$ cat src/rtl/cpu_ctrl_pkg.sv
// Shared constants for the CPU control sequencer: state encodings, opcodes,
// write-back select codes and the decoded strobe bundle.
package cpu_ctrl_pkg;

  localparam logic [4:0] ST_IDLE   = 5'b11111;
  localparam logic [4:0] ST_FETCH  = 5'b10000;
  localparam logic [4:0] ST_DECODE = 5'b00000;
  localparam logic [4:0] ST_LOAD   = 5'b00001;
  localparam logic [4:0] ST_MOV    = 5'b00010;
  localparam logic [4:0] ST_ALU1   = 5'b00011;
  localparam logic [4:0] ST_ALU2   = 5'b00100;
  localparam logic [4:0] ST_ALU3   = 5'b00101;
  localparam logic [4:0] ST_BRANCH = 5'b00110;

  localparam logic [3:0] OP_LOAD = 4'b0000;
  localparam logic [3:0] OP_MOV  = 4'b0001;
  localparam logic [3:0] OP_ADD  = 4'b0010;
  localparam logic [3:0] OP_XOR  = 4'b0011;
  localparam logic [3:0] OP_OR   = 4'b0100;
  localparam logic [3:0] OP_AND  = 4'b0101;
  localparam logic [3:0] OP_BR   = 4'b0110;

  localparam logic [1:0] WB_ALU = 2'b00;
  localparam logic [1:0] WB_IMM = 2'b01;
  localparam logic [1:0] WB_RS  = 2'b10;

  typedef struct packed {
    logic       mem_rd;
    logic       ir_ld;
    logic       pc_inc;
    logic       pc_ld;
    logic       a_ld;
    logic       b_ld;
    logic       rf_we;
    logic       retire;
    logic       busy;
    logic [1:0] wb_sel;
    logic [2:0] alu_op;
  } ctrl_t;

endpackage

$ cat src/rtl/cpu_ctrl_dec.sv
// Combinational Moore decode of the control state into datapath strobes;
// only the FETCH and BRANCH strobes look at the live mem_ready / flag_z.
module cpu_ctrl_dec
  import cpu_ctrl_pkg::*;
(
  input  logic [4:0] state,
  input  logic       mem_ready,
  input  logic       flag_z,
  input  logic [2:0] op,
  output ctrl_t      ctrl
);

  always_comb begin
    ctrl      = '0;
    ctrl.busy = (state != ST_IDLE);
    case (state)
      ST_FETCH: begin
        ctrl.mem_rd = 1'b1;
        ctrl.ir_ld  = mem_ready;
        ctrl.pc_inc = mem_ready;
      end
      ST_LOAD: begin
        ctrl.rf_we  = 1'b1;
        ctrl.wb_sel = WB_IMM;
        ctrl.retire = 1'b1;
      end
      ST_MOV: begin
        ctrl.rf_we  = 1'b1;
        ctrl.wb_sel = WB_RS;
        ctrl.retire = 1'b1;
      end
      ST_ALU1: ctrl.a_ld = 1'b1;
      ST_ALU2: ctrl.b_ld = 1'b1;
      ST_ALU3: begin
        ctrl.rf_we  = 1'b1;
        ctrl.wb_sel = WB_ALU;
        ctrl.alu_op = op;
        ctrl.retire = 1'b1;
      end
      ST_BRANCH: begin
        ctrl.pc_ld  = flag_z;
        ctrl.retire = 1'b1;
      end
      default: ;
    endcase
  end

endmodule

$ cat src/rtl/cpu_ctrl_seq.sv
// Control sequencer top: state register, instruction register and optional
// saturating perf counters (compiled in with CPU_CTRL_PERF_CNT_EN).
module cpu_ctrl_seq
  import cpu_ctrl_pkg::*;
#(
  parameter int IW    = 8,
  parameter int CNT_W = 16
) (
  input  logic          clk,
  input  logic          rst,
  input  logic [4:0]    next_state,
  input  logic [IW-1:0] instr,
  input  logic          mem_ready,
  input  logic          flag_z,
  output logic [4:0]    state,
  output logic [3:0]    code,
  output logic [1:0]    rd,
  output logic [1:0]    rs,
  output logic          mem_rd,
  output logic          ir_ld,
  output logic          pc_inc,
  output logic          pc_ld,
  output logic          a_ld,
  output logic          b_ld,
  output logic          rf_we,
  output logic          retire,
  output logic          busy,
  output logic [1:0]    wb_sel,
  output logic [2:0]    alu_op
`ifdef CPU_CTRL_PERF_CNT_EN
  ,
  output logic [CNT_W-1:0] instr_cnt,
  output logic [CNT_W-1:0] cycle_cnt
`endif
);

  logic [IW-1:0] ir;
  ctrl_t         ctrl;
  logic          fetch_stall;

  assign fetch_stall = (state == ST_FETCH) && !mem_ready;

  // Reset takes priority over both the stall hold and the IR load.
  always_ff @(posedge clk) begin
    if (rst) begin
      state <= ST_IDLE;
      ir    <= '0;
    end else begin
      if (!fetch_stall) state <= next_state;
      if (state == ST_FETCH && mem_ready) ir <= instr;
    end
  end

  assign code = ir[7:4];
  assign rd   = ir[3:2];
  assign rs   = ir[1:0];

  cpu_ctrl_dec u_dec (
    .state     (state),
    .mem_ready (mem_ready),
    .flag_z    (flag_z),
    .op        (ir[6:4]),
    .ctrl      (ctrl)
  );

  assign mem_rd = ctrl.mem_rd;
  assign ir_ld  = ctrl.ir_ld;
  assign pc_inc = ctrl.pc_inc;
  assign pc_ld  = ctrl.pc_ld;
  assign a_ld   = ctrl.a_ld;
  assign b_ld   = ctrl.b_ld;
  assign rf_we  = ctrl.rf_we;
  assign retire = ctrl.retire;
  assign busy   = ctrl.busy;
  assign wb_sel = ctrl.wb_sel;
  assign alu_op = ctrl.alu_op;

`ifdef CPU_CTRL_PERF_CNT_EN
  always_ff @(posedge clk) begin
    if (rst) begin
      instr_cnt <= '0;
      cycle_cnt <= '0;
    end else begin
      if (retire && instr_cnt != '1) instr_cnt <= instr_cnt + 1'b1;
      if (busy && cycle_cnt != '1)   cycle_cnt <= cycle_cnt + 1'b1;
    end
  end
`else
  logic unused_cnt_w;
  assign unused_cnt_w = ^CNT_W;
`endif

endmodule

$ cat config.mk
export PLATFORM = sky130hd
export DESIGN_NAME = cpu_ctrl_seq
export DESIGN_NICKNAME = d
export VERILOG_FILES = /design/src/rtl/cpu_ctrl_pkg.sv /design/src/rtl/cpu_ctrl_dec.sv /design/src/rtl/cpu_ctrl_seq.sv
export SDC_FILE = /design/constraint.sdc
export NUM_CORES = 1
export LEC_CHECK = 0
export CORE_UTILIZATION = 30
export CTS_CLUSTER_DIAMETER = 200
export DETAILED_ROUTE_END_ITERATION = 8
export DONT_BUFFER_PORTS = 1
export PLACE_DENSITY = 0.4
export SLEW_MARGIN = 15
export SYNTH_ARGS = -nofsm -noshare
export SYNTH_HDL_FRONTEND = slang
export SYNTH_SLANG_ARGS = --single-unit
$ cat constraint.sdc
create_clock -name clk -period 3 [get_ports clk]
set_input_delay 0.3 -clock clk [delete_from_list [all_inputs] [get_ports clk]]
set_output_delay 0.3 -clock clk [all_outputs]
set_load 0.01 [all_outputs]
# Word-level counts from Yosys, hierarchy flattened
# Index checks and enable logic that the tools add are counted.
[totals] output_inout_bits=27 regBits=13
[op_classes] n_eq_ne=8 n_reduce_logical=5 muxes=8
[op_table] op="5-bit by 3-bit equality test with 1-bit output (second input constant)" n=3
[op_table] op="5-bit by 2-bit equality test with 1-bit output (second input constant)" n=2
[op_table] op="3-bit 2-to-1 mux" n=2
[op_table] op="5-bit by 1-bit equality test with 1-bit output (second input constant)" n=1
[op_table] op="5-bit equality test (second input constant)" n=1
[op_table] op="1-bit 2-to-1 mux" n=5
[op_table] op="5-bit != test (second input constant)" n=1
[op_table] op="2-bit case mux with 2 select lines" n=1
[op_table] op="4-bit OR reduction" n=1
[op_table] op="3-bit OR reduction" n=1
[op_table] op="1-bit logical AND" n=2
[op_table] op="1-bit logical NOT" n=1

# Depth between registers and ports, before layout
# Gate-level depths: netlist (run 1).
[depth] ltp_word=3 ltp_mapped=4 ltp_nobuf=3

# Modules after synthesis
# A second synthesis (run 1) with hierarchy kept.
[unflattened] hier_cells=76 hier_area_um2=679.4
[by_module_without_submodules] mod="cpu_ctrl_seq" cells_each=50 seq_area_each_um2=260.2 n_inst=1 area_per_inst_um2=526.8
[by_module_without_submodules] mod="cpu_ctrl_dec" cells_each=26 seq_area_each_um2=0.0 n_inst=1 area_per_inst_um2=152.6

# Worst setup path before layout (run 1)
# OpenSTA, ideal clock, no wires.
[synth_path] path_kind="register to output" start="register state[2]" end="output port pc_inc" slack_ns=1.412 path_buffers=2 t_arrival_ns=1.288 path_stages_with_launch=5 required_time_ns=2.700 path_cell_list="dfxtp_1 > or3_4 > nor3_1 > buf_4 > buf_4"
[synth_between] elab_chain_len=2
[synth_lines] item="start, declared" line="cpu_ctrl_seq.sv:15" source="output logic [4:0] state,"
[synth_lines] item="start signal, assigned" line="cpu_ctrl_seq.sv:49" source="if (!fetch_stall) state <= next_state;"
[synth_lines] item="5-bit equality test" line="cpu_ctrl_dec.sv:16" source="case (state)"
[synth_lines] item="3-bit 2-to-1 mux" line="cpu_ctrl_dec.sv:16"
[synth_lines] item="end, declared" line="cpu_ctrl_seq.sv:21" source="output logic pc_inc,"
# No other way between the ends.

# Worst setup path after layout (run 1)
[layout_path] start="register state[2]" end="output port alu_op[0]"
[layout_between] elab_chain_len=2
[layout_lines] item="5-bit by 3-bit equality test with 1-bit output" line="cpu_ctrl_dec.sv:16"
[layout_lines] item="3-bit 2-to-1 mux" line="cpu_ctrl_dec.sv:16"
[layout_lines] item="end, declared" line="cpu_ctrl_seq.sv:29" source="output logic [2:0] alu_op"
# No other way between the ends.

==> summary.txt, run 1 <==
Detailed routing
  • First-pass DRT Iterations: 4
  • DRT antenna net count: 0
  • Via density per instance: 4.96
  • WL/cell: 13.7 um
  • Starting DRT DRC Count: 7
  • Residual DRC: 0
  • Vias: 496
  • Final wirelength: 1370 um

Global routing
  • GRT Total Usage: 12.6%
  • First-pass GRT wire length: 2210 um
  • Number of global-route vias before repair: 473
  • Pin count of the biggest net entering global routing: 22
  • Total global routing overflow: 0
  • Initial antenna violation count: 0

STA
  • Final hold violations: 0
  • Tightest Pin Transition: 549 ps
  • Rel. slew slack: 62.9%
  • Max frequency: 503 MHz
  • Post-route clock period utilization: 66.3%
  • Finish-stage setup viols: 0
  • Worst Slack Setup Final: 1010 ps
  • Fin. max-slew vios: 0
  • Min Tclk post-route: 1990 ps
  • RSZ-0062 raised after global routing: false
  • Setup TNS: 0 ps
  • Clock skew: 3.63 ps

Synthesis
  • Synth Net Count: 89
  • Register area share after synthesis: 39.6%
  • Ys flop type: dfxtp_1
  • Syn. warnings: 0
  • Synth area leaders: dfxtp_1, nand2b_1, mux2i_1
  • Yosys reg bits: 13
  • Library cells used by synthesis: 19
  • Top cells by count, synth: nand2b_1, dfxtp_1, mux2i_1
  • Syn Inst Count: 72
  • Syn Std Cell Area: 657 um^2
  • Mean post-synth cell area: 9.12 um^2
  • Post-synth EDFFs: 0
  • Cell taking the most area after synthesis: dfxtp_1
  • Post-synth ARST share: 0%
  • Most common cell in the netlist: nand2b_1
  • Area share of the largest cell type after synthesis: 39.6%

Setup path
  • Reg2Reg Depth: 3
  • Worst path required time: 2700 ps
  • Critical-path top delay cell: dfxtp_1
  • Crit start category: register
  • Crit path largest cell delay: 520 ps
  • Critical path fanouts, max: 8
  • Crit path cell chain: or3b_2, nor2_1, and2_1
  • Worst setup EP type: output port
  • Critical Path AT: 1690 ps
  • Critical path class: register to output port

Cells and area
  • Share of cells above drive strength 1: 11.0%
  • P&R area growth vs syn: 7.62%
  • Fillers: 226
  • Final nets: 91
  • ANT cells: 0
  • Post-route cell area: 707 um^2

Placed design
  • Global placement routability congestion: 0.758
  • Number of port buffers: 0
  • Post-place setup slack: 1280 ps
  • Post-Place Cell Area: 681 um^2
  • HPWL after DPL: 990 um

Status
  • Status: complete, no violations

Clocking
  • Clk pin slew, worst setup/hold paths: 70 ps
  • # H-tree levels: 1
  • Clock sinks: 13
  • Worst skew pair latency: 270 ps
  • Hold_buf cts: 0
  • Post-CTS setup buffers: 0
  • CTS tree: yes
  • CTS Buf Count: 3
  • Max Buffers Root-to-Sink: 2
  • Clock root buffer: clkbuf_4
  • Post_cts resized: 0

Floorplanning
  • Die Ht: 48.8 um
  • Initial core utilization: 32.8%
  • # IOs: 44
  • Die width: 48.8 um
  • DIE AREA: 2380 um^2
  • Core area: 2000 um^2
  • Row count: 16

Power
  • Worst VDD drop: 139 uV
  • Pwr Density: 437 nW/um^2
  • Pleak: 0.238 nW

Worst hold path
  • Hold Crit Depth: 1
  • HP Class: input pin to register

Flow run
  • Max-Cap Viols: 0
==> where the power goes <==
group	switching [mW]	internal (mW)	total [mW]
sequential	0.00932	0.176	0.185
clock	0.0541	0.0514	0.106
combinational	0.00707	0.0110	0.0181
total	0.0705	0.239	0.309
==> final timing paths <==
path                                  end  slack (ps)      from
worst max-delay path            alu_op[0]        1010  state[2]
worst min-delay path             state[1]         120       rst
worst max register to register   state[0]        1450  state[2]
worst min register to register      ir[3]         520     ir[3]
==> logic make-up (layout without fill, tap and decap cells) <==
logic type / after synthesis / count (layout) / share of synthesized area [%]
AND/OR/NAND/NOR: 40 / 40 / 37.3
flip-flops: 13 / 13 / 39.6
buffers and inverters: 5 / 6 / 4.00
AO/OA/AOI/OAI: 6 / 6 / 6.86
multiplexers: 8 / 8 / 12.2
==> registers in the layout, indices dropped and copies added (netlist names) <==
name and flops:
ir 8, state 5
==> critical path: cells and delay by family (launching register included) <==
family,cells,cell delay [ps]
DFF,1,520
and+or+nand+nor,3,900
==> metal layers <==
metal | up-vias | track usage, % | wire (um)
li1 | 243 | - | -
met1 | 221 | 14.5 | 602
met2 | 30 | 18.8 | 617
met3 | 2 | 6.23 | 141
met4 | 0 | 7.35 | 12
met5 | - | 0 | 0
==> layout make-up <==
cell class,instances,area [um^2],area share (%)
well taps,27,33.8,4.78
inverters,1,3.75,0.531
multi-input cells,54,375,53.1
repair buffers,1,7.51,1.06
flip-flops and latches,13,260,36.8
clock buffers,4,26.3,3.72
==> layout by cell type, fill, tap and decap left out <==
master	n
nand2b_1	20
dfxtp_1	13
mux2i_1	8
nor2_1	4
a21o_1	4
and2_1	3
clkbuf_4	3
or3_4	2
nor4_1	2
nor3_1	2
nand2_1	2
inv_1	1
nor3_2	1
and3_1	1
nand3_1	1
or3b_2	1
a211oi_1	1
o21a_1	1
nor4b_1	1
clkbuf_1	1
buf_4	1
==> per-stage QoR <==
step | hold slack (ps) | cells | power (mW) | utilization [%]
2_1_floorplan | 400 | 72 | 0.206 | -
3_3_place_gp | 390 | 96 | 0.208 | 34.0
3_5_place_dp | 390 | 96 | 0.208 | 34.0
4_1_cts | 103 | 100 | 0.317 | 35.3
5_1_grt | 99.2 | 100 | 0.328 | 35.3
6_report | 116 | 100 | 0.309 | 35.3
Note: power is estimated with default switching activity, not from simulation.
==> run 2: changes to the inputs <==
--- a/config.mk
+++ b/config.mk
@@ -9,7 +9,7 @@
 export CTS_CLUSTER_DIAMETER = 200
 export DETAILED_ROUTE_END_ITERATION = 8
 export DONT_BUFFER_PORTS = 1
-export PLACE_DENSITY = 0.4
+export PLACE_DENSITY = 0.41
 export SLEW_MARGIN = 15
 export SYNTH_ARGS = -nofsm -noshare
 export SYNTH_HDL_FRONTEND = slang
==> constraint.sdc (replaced) <==
create_clock -name clk -period 1.6 [get_ports clk]
set_input_delay 0.16 -clock clk [delete_from_list [all_inputs] [get_ports clk]]
set_output_delay 0.16 -clock clk [all_outputs]
set_load 0.01 [all_outputs]
==> summary.txt, run 2 (same netlist as run 1, synthesis figures left out) <==
Setup path
  • Buf/Inv on CP: 1 (+1)
  • Reg2Reg Depth: 3 (unchanged)
  • Reg2Reg Launch Point: state[2]
  • Critical path fanouts, max: 7 (-1)
  • Critical path class: register to output port
  • Worst R2R Setup Slack: 160 ps (-1290 ps)
  • Worst setup EP type: output port
  • Critical Path AT: 1400 ps (-290 ps)
  • Crit start category: register
  • Crit path largest cell delay: 410 ps (-110 ps)
  • CP top delay family: simple AND/OR/NAND/NOR gates
  • Worst setup path start: state[2]
  • Worst path required time: 1440 ps (-1260 ps)
  • R2r endpoint: state[3]
  • Crit path cell chain: or3_4, nor3_4, buf_6
  • Critical-path top delay cell: or3_4

Cells and area
  • Biggest regs: ir (8), state (5)
  • Fillers: 210 (-7.1%)
  • Max reg flops: 8 (unchanged)
  • Most common cell after layout, fill and taps aside: nand2b_1
  • Most frequent cells in the layout: nand2b_1, dfxtp_1, mux2i_1, buf_4, dlygate4sd3_1
  • P&R area growth vs syn: 29.9%
  • Post-route cell area: 853 um^2 (+21%)
  • ANT cells: 0 (unchanged)
  • Finished Layout Cells: 113 (+13%)
  • Largest Register: ir
  • Final nets: 104 (+14%)
  • Share of cells above drive strength 1: 25.6% (+15 points)

Placed design
  • Post-place setup slack: 154 ps (-1120 ps)
  • HPWL after DPL: 1080 um (+9.5%)
  • Number of port buffers: 0 (unchanged)
  • Placed instance count: 103 (+7.3%)
  • Post-Place Cell Area: 733 um^2 (+7.7%)
  • Global placement routability congestion: 0.735 (-3.1%)

Clocking
  • Worst skew pair latency: 270 ps (about the same)
  • Clk pin slew, worst setup/hold paths: 70 ps (about the same)
  • # H-tree levels: 1 (unchanged)
  • Clock sinks: 13 (unchanged)
  • CTS tree: yes
  • CTS Buf Count: 3 (unchanged)
  • Clock root buffer: clkbuf_4
  • Max Buffers Root-to-Sink: 2 (unchanged)

Power
  • Worst VDD drop: 402 uV (+190%)
  • Tot Pwr: 0.608 mW (+97%)
  • Pleak: 0.308 nW (+29%)
  • Pwr Density: 712 nW/um^2 (+63%)

Detailed routing
  • Vias: 546 (+10%)
  • Via density per instance: 4.83 (-2.6%)
  • Final wirelength: 1430 um (+4.2%)
  • Residual DRC: 0 (unchanged)
  • DRT antenna net count: 0 (unchanged)
  • Starting DRT DRC Count: 13 (+6)
  • First-pass DRT Iterations: 3 (-1)
  • WL/cell: 12.7 um (-7.8%)

STA
  • RSZ-0062 raised after global routing: true
  • Rel. slew slack: 65.6% (+2.7 points)
  • Post-route clock period utilization: 97.7%
  • Min Tclk post-route: 1560 ps
  • Tightest Pin Transition: 511 ps (-38.1 ps)
  • Finish-stage setup viols: 0 (unchanged)
  • Clock skew: 4.15 ps (+0.520 ps)
  • Worst Slack Setup Final: 37.3 ps (-974 ps)
  • Fin. max-slew vios: 0 (unchanged)
  • Hold slack: 11.8 ps (-105 ps)
  • Max frequency: 640 MHz
  • Final hold violations: 0 (unchanged)

Worst hold path
  • Hold Crit Depth: 1 (unchanged)
  • Hold Path Origin: next_state[3]
  • HP Class: input pin to register
  • Worst Hold Path EP: state[3]

Global routing
  • GRT Total Usage: 13.6% (+1.0 points)
  • Global routing's busiest layer: met2
  • GRT met2 Usage: 21.1% (+2.3 points)
  • Number of global-route vias before repair: 552 (+17%)
  • First-pass GRT wire length: 2440 um (+10%)
  • GR Util met3: 4.67% (-1.6 points)
  • Pin count of the biggest net entering global routing: 18 (-18%)
  • Total global routing overflow: 0 (unchanged)
  • Initial antenna violation count: 0 (unchanged)
  • Met1 Track Usage GR: 16.4% (+2.0 points)

Floorplanning
  • Die Ht: 48.8 um (unchanged)
  • Core area: 2000 um^2 (unchanged)
  • Row count: 16 (unchanged)
  • DIE AREA: 2380 um^2 (unchanged)
  • # IOs: 44 (unchanged)
  • Die width: 48.8 um (unchanged)
  • Initial core utilization: 32.8% (unchanged)

Status
  • Status: complete, no violations

Flow run
  • Max-Cap Viols: 0 (unchanged)
==> run 2: cell types whose count changed in the layout (fill, tap and decap cells not counted), moves of 2 or more <==
| cell | before | now |
|---|---|---|
| dfxtp_2 | 0 | 2 |
| dfxtp_1 | 13 | 11 |
| dlygate4sd3_1 | 0 | 5 |
| buf_4 | 1 | 8 |
==> run 2: metal layers <==
metal	vias to the layer above	share of wire, %	wire [um]
met1	243	45	645
met5	-	0	0
li1	270	-	-
met2	29	45	641
met4	0	2.0	29
met3	4	8.0	115
==> run 2: timing repair <==
action | in CTS | in global routing
pin swaps | 0 | 2
hold endpoints to repair | 5 | 0
gates resized for setup | 6 | 4
hold buffers | 5 | 0
gates cloned | 0 | 0
buffers inserted | 0 | 1
endpoints found under the setup margin | 5 | 5
==> run 2: final cells by class <==
class / instances / area [um^2] / area share, %
well taps: 27 / 33.8 / 3.96
multi-input cells: 54 / 405 / 47.5
flip-flops and latches: 13 / 263 / 30.8
inverters: 1 / 3.75 / 0.440
repair buffers: 14 / 121 / 14.2
clock buffers: 4 / 26.3 / 3.08
==> run 2: power breakdown <==
part / internal, mW / leakage, nW / switching [mW]
Combinational: 0.0378 / 0.188 / 0.0309
Sequential: 0.331 / 0.106 / 0.00879
Clock: 0.0965 / 0.0150 / 0.103
==> run 2: worst max-delay path by stage <==
stage	cells past startpoint	slack [ps]	end
after floorplan	4	150	pc_inc
after global placement	4	170	ir[5]
after detailed placement	4	150	ir[4]
after CTS	3	4	pc_inc
after global routing	3	-30	pc_inc
final	3	40	pc_inc
==> run 2: through the flow <==
| step | util [%] | setup TNS [ps] |
|---|---|---|
| after floorplan | - | 0 |
| after global placement | 36.6 | 0 |
| after detailed placement | 36.6 | 0 |
| after CTS | 41.6 | 0 |
| after global routing | 42.6 | -68.5 |
| final | 42.6 | 0 |
